<file path="config.mk">
export PLATFORM = sky130hd
export DESIGN_NAME = alu_op_stage
export DESIGN_NICKNAME = d
export VERILOG_FILES = /design/src/rtl/alu_op_stage.sv
export SDC_FILE = /design/constraint.sdc
export NUM_CORES = 1
export LEC_CHECK = 0
export CORE_ASPECT_RATIO = 1.75
export CORE_MARGIN = 8
export CORE_UTILIZATION = 37
export DETAILED_ROUTE_END_ITERATION = 16
export HOLD_SLACK_MARGIN = 0.12
export PLACE_DENSITY = 0.79
export SETUP_SLACK_MARGIN = 0.2
export SYNTH_ARGS = -nofsm -noshare
export SYNTH_HDL_FRONTEND = slang
export SYNTH_SLANG_ARGS = --single-unit
</file>
<file path="constraint.sdc">
create_clock -name clk -period 1.4 [get_ports clk]
set_input_delay 0.14 -clock clk [delete_from_list [all_inputs] [get_ports clk]]
set_output_delay 0.14 -clock clk [all_outputs]
set_load 0.05 [all_outputs]
</file>
<file path="src/rtl/alu_op_stage.sv">
// alu_op_stage: registered operand/command stage feeding a combinational ALU, plus a valid/ready result slot.
// Optional build macro ALU_STICKY_FLAGS_EN adds sticky_clr / sticky_flags accumulation of captured flags.
`default_nettype none

module alu_op_stage #(
  parameter int TAG_W = 4
) (
  input  logic             clk,
  input  logic             reset,
`ifdef ALU_STICKY_FLAGS_EN
  input  logic             sticky_clr,
  output logic [2:0]       sticky_flags,
`endif
  input  logic             in_valid,
  output logic             in_ready,
  input  logic [31:0]      in_a,
  input  logic [31:0]      in_b,
  input  logic [2:0]       in_cmd,
  input  logic [TAG_W-1:0] in_tag,
  output logic [31:0]      alu_a,
  output logic [31:0]      alu_b,
  output logic [2:0]       alu_cmd,
  input  logic [31:0]      alu_result,
  input  logic             alu_carryout,
  input  logic             alu_zero,
  input  logic             alu_overflow,
  output logic             out_valid,
  input  logic             out_ready,
  output logic [31:0]      out_result,
  output logic             out_carryout,
  output logic             out_zero,
  output logic             out_overflow,
  output logic [2:0]       out_cmd,
  output logic [TAG_W-1:0] out_tag
);

  typedef enum logic [1:0] {
    S_IDLE = 2'd0,
    S_EXEC = 2'd1,
    S_DONE = 2'd2
  } state_t;

  state_t state_q, state_d;

  logic [31:0]      alu_a_q, alu_b_q, res_q;
  logic [2:0]       alu_cmd_q, out_cmd_q;
  logic [TAG_W-1:0] tag_q, out_tag_q;
  logic             carry_q, zero_q, ovf_q;
  logic             accept;
  logic             capture;

  always_comb begin
    in_ready = 1'b0;
    state_d  = state_q;
    case (state_q)
      S_IDLE: begin
        in_ready = 1'b1;
        if (in_valid) state_d = S_EXEC;
      end
      S_EXEC: state_d = S_DONE;
      S_DONE: begin
        // Result slot frees in the same cycle it is consumed, so a new op can enter without a bubble.
        in_ready = out_ready;
        if (out_ready) state_d = in_valid ? S_EXEC : S_IDLE;
      end
      default: state_d = S_IDLE;
    endcase
    if (reset) in_ready = 1'b0;
  end

  assign accept  = in_valid & in_ready;
  assign capture = (state_q == S_EXEC);

  always_ff @(posedge clk) begin
    if (reset) begin
      state_q   <= S_IDLE;
      alu_a_q   <= '0;
      alu_b_q   <= '0;
      alu_cmd_q <= '0;
      tag_q     <= '0;
      res_q     <= '0;
      carry_q   <= 1'b0;
      zero_q    <= 1'b0;
      ovf_q     <= 1'b0;
      out_cmd_q <= '0;
      out_tag_q <= '0;
    end else begin
      state_q <= state_d;
      if (accept) begin
        alu_a_q   <= in_a;
        alu_b_q   <= in_b;
        alu_cmd_q <= in_cmd;
        tag_q     <= in_tag;
      end
      if (capture) begin
        res_q     <= alu_result;
        carry_q   <= alu_carryout;
        zero_q    <= alu_zero;
        ovf_q     <= alu_overflow;
        out_cmd_q <= alu_cmd_q;
        out_tag_q <= tag_q;
      end
    end
  end

`ifdef ALU_STICKY_FLAGS_EN
  logic [2:0] sticky_q;

  // A clear coinciding with a capture keeps only the freshly captured flags.
  always_ff @(posedge clk) begin
    if (reset) begin
      sticky_q <= '0;
    end else if (capture) begin
      sticky_q <= (sticky_clr ? 3'b000 : sticky_q) | {alu_overflow, alu_carryout, alu_zero};
    end else if (sticky_clr) begin
      sticky_q <= '0;
    end
  end

  assign sticky_flags = sticky_q;
`endif

  assign alu_a        = alu_a_q;
  assign alu_b        = alu_b_q;
  assign alu_cmd      = alu_cmd_q;
  assign out_valid    = (state_q == S_DONE);
  assign out_result   = res_q;
  assign out_carryout = carry_q;
  assign out_zero     = zero_q;
  assign out_overflow = ovf_q;
  assign out_cmd      = out_cmd_q;
  assign out_tag      = out_tag_q;

endmodule

`default_nettype wire

</file>
==> impl_results.rst, run 1 <==
.. list-table::
   :header-rows: 1

   * - Metric
     - Value
   * - Type of the most critical hold path
     - input port to flop
   * - Timing startpoint of the critical path
     - state_q[0]
   * - Source-to-sink clock delay at the later pin of the worst-skew pair
     - around 0.40 ns
   * - CTS tree
     - yes
   * - Post-route total power
     - around 9.8 mW
   * - Horiz. Die Dim
     - between 90 and 100 µm
   * - Maximum number of pins on one net before global-route repair
     - between 40 and 50
   * - Half-perimeter wire length after placement
     - just over 9 mm
   * - DR vias
     - 3652
   * - Total wire length
     - approximately 15 mm
   * - Crit-path max FO
     - 21
   * - Root Buffer Master
     - clkbuf_16
   * - Post-route worst setup slack
     - roughly 0.019 ns
   * - Per-instance average area after synthesis
     - 10.6 µm²
   * - Initial cell density of the core
     - 0.378
   * - Category of the critical setup timing path
     - flop to flop
   * - Fraction of layout cells with a size suffix above 1
     - 0.333
   * - Gate Count Post-Synth
     - between 300 and 400
   * - Ports
     - ~220
   * - Number of buffers inserted for hold repair after clock tree synthesis
     - 0
   * - Synth warn
     - 0
   * - Crit start category
     - flop
   * - Number of H-tree levels
     - 4
   * - Inserted Clock Buffers
     - 17
   * - Final routed wire length divided by cell count
     - ~20 µm
   * - Aggregate global-route resource usage
     - 0.189
   * - RSZ-0062 raised after global routing
     - true
   * - P_leak
     - a little over 3 nW
   * - Outcome
     - finished clean
   * - Global placer's final weighted congestion
     - between 0.7 and 0.8
   * - Count of routing violations after the opening detailed-route iteration
     - between 70 and 80
   * - Sequential area share after synthesis
     - 0.618
   * - Number of cell rows
     - 48
   * - Skew final
     - approximately 0.012 ns
   * - DRC violation count after routing
     - 0
   * - Placed standard-cell area
     - approximately 0.0059 mm²
   * - Cell family contributing the most delay on the critical path
     - flip-flops
   * - Minimum setup slack after placement
     - -0.177 ns
   * - Slew headroom
     - 0.671
   * - Area of all placed cells without fillers
     - approximately 0.0072 mm²
   * - TritonCTS Sinks
     - about 120
   * - Slew of the pin with the lowest slew margin
     - around 0.49 ns
   * - Max-slew violation count
     - 0
   * - Final hold violation count
     - 0
   * - Total number of nets in the final design
     - ~700
   * - Count of placed standard cells including taps
     - ~680
   * - Height of the die
     - 149 µm
   * - First-pass detailed-route iteration total
     - 4
   * - Clock transition time at the flip-flop clock pins of the worst setup and hold paths
     - approximately 0.05 ns
   * - Slowest stage cell on the critical path
     - dfxtp_4
   * - # port buffers
     - 220
   * - Via count of the first global-routing pass
     - just under 4000
   * - Power density over cell area
     - between 1000 and 1500 mW/mm²
   * - Final setup violation count
     - 0
   * - Crit path arrival time
     - 1.69 ns
   * - Worst-path cell chain
     - buf_6 > nor2b_4 > clkbuf_16 > nand2_1 > a21oi_1
   * - Number of nets in the synthesized netlist
     - about 460
   * - Area enclosed by the die boundary
     - about 0.014 mm²
   * - Nature of the critical path endpoint
     - flop
   * - IR drop worst, VDD
     - about 0.96 mV
   * - Max stage delay on crit path
     - approximately 0.39 ns
   * - Diode insertion count for antenna repair
     - 0
   * - Peak clock frequency supported by timing
     - around 720 MHz
   * - Min Tclk post-route
     - roughly 1.4 ns
   * - Combined buffer and inverter count along the critical path
     - 2
   * - Final critical-path share of the clock period
     - 0.987
   * - Final standard cell count with taps included and fillers excluded
     - 732
   * - Cell variety after synth
     - 14
   * - RR Startpoint
     - state_q[0]
   * - Max-cap violations
     - 0
   * - Average via count per standard cell
     - 4.99
   * - HP Start
     - alu_result[25]
   * - Required arrival time at the worst endpoint
     - approximately 1.7 ns
   * - #FFs+latches synth
     - 115
   * - Number of antenna violations at the first check in global routing
     - 0
   * - First-pass GRT wire length
     - 20.3 mm
   * - Layout area overhead
     - 92.1%
   * - Core region area
     - between 0.009 and 0.01 mm²
   * - CTS max path bufs
     - 2
   * - Post-detailed-route count of antenna-violating nets
     - 0
   * - Number of fill cells
     - 676
   * - Post-synthesis instance area
     - 0.00373 mm²
   * - Total congestion overflow
     - 0
-- per-layer routing --
metal | global-route usage | routed length, µm | vias to the layer above
met1 | 0.178 | 5290 | 1722
met3 | 0.0801 | 927 | 31
met5 | 0 | 0 | -
li1 | - | - | 1725
met4 | 0.0827 | 456 | 0
met2 | 0.346 | 8330 | 174
-- cell type report --
cell class / count / area, µm² / share of cell area
well taps: 125 / 156 / 0.0218
clock buffers: 25 / 495 / 0.0692
repair buffers: 255 / 2750 / 0.384
clock inverters: 5 / 75.1 / 0.0105
flip-flops and latches: 115 / 2310 / 0.323
multi-input cells: 207 / 1370 / 0.192
-- timing repair --
action,CTS,global route
endpoints found under the setup margin,76,84
buffers inserted,8,2
pin swaps,0,34
resized for setup,15,38
gates cloned,8,8
-- layout by cell type (no fill, tap or decap), drive strengths merged --
cell	instances
a21oi	44
a22o	71
and3b	1
buf	139
bufinv	2
clkbuf	32
clkdlybuf4s50	109
clkinv	3
dfxtp	115
nand2	84
nand2b	3
nor2b	3
nor3b	1
-- per-stage QoR --
step / setup TNS (ns) / hold slack (ns) / util
5_1_grt: -0.0341 / 0.278 / 0.727
4_1_cts: 0 / 0.273 / 0.691
3_3_place_gp: -8.09 / 0.440 / 0.596
6_report: 0 / 0.294 / 0.727
2_1_floorplan: 0 / 0.265 / -
3_5_place_dp: -9.61 / 0.448 / 0.596
-- flip-flops by register name, indices dropped and copies added (netlist names) --
signal        count
out_cmd           3
state_q           2
out_result       32
alu_b            32
tag_q             4
out_tag           4
out_zero          1
alu_a            32
alu_cmd           3
out_carryout      1
out_overflow      1
-- worst paths after layout --
check,to,depth (start not counted),slack (ns)
hold reg to reg,out_result[10],2,0.45
setup reg to reg,out_overflow,5,0.02
hold / removal,out_result[25],3,0.29
setup / recovery,out_overflow,5,0.02
-- logic make-up after synthesis --
group | after synthesis | synth area share
AOI/OAI and AO/OA | 115 | 0.227
buffers and inverters | 30 | 0.0557
DFF | 115 | 0.618
and+or+nand+nor | 92 | 0.0997
-- report_power, final --
part           internal (mW)  switching [mW]
sequential              3.47           0.126
combinational          0.925            1.12
clock                   2.78            1.36
total                   7.17            2.61
-- Yosys cell counts (all sizes together) --
cell    number  area (µm²)
clkbuf       4        15.0
nor3b        1        7.51
dfxtp      115        2300
a22o        71         622
nand2b       3        18.8
nand2       84         315
a21oi       44         224
and3b        1        8.76
nor2b        3        21.3
buf         26         193
-- worst min-delay path, stage by stage --
cell and delay [ns]:
clkdlybuf4s50_1 0.40, nand2_1 0.05, a21oi_1 0.05
(Power assumes the default switching activity.)
==> run 2: changes to the inputs <==
TNS_END_PERCENT = 100   (was default)
==> results of run 2 <==
The final DEF is identical to that of run 1; final timing and power are the same.
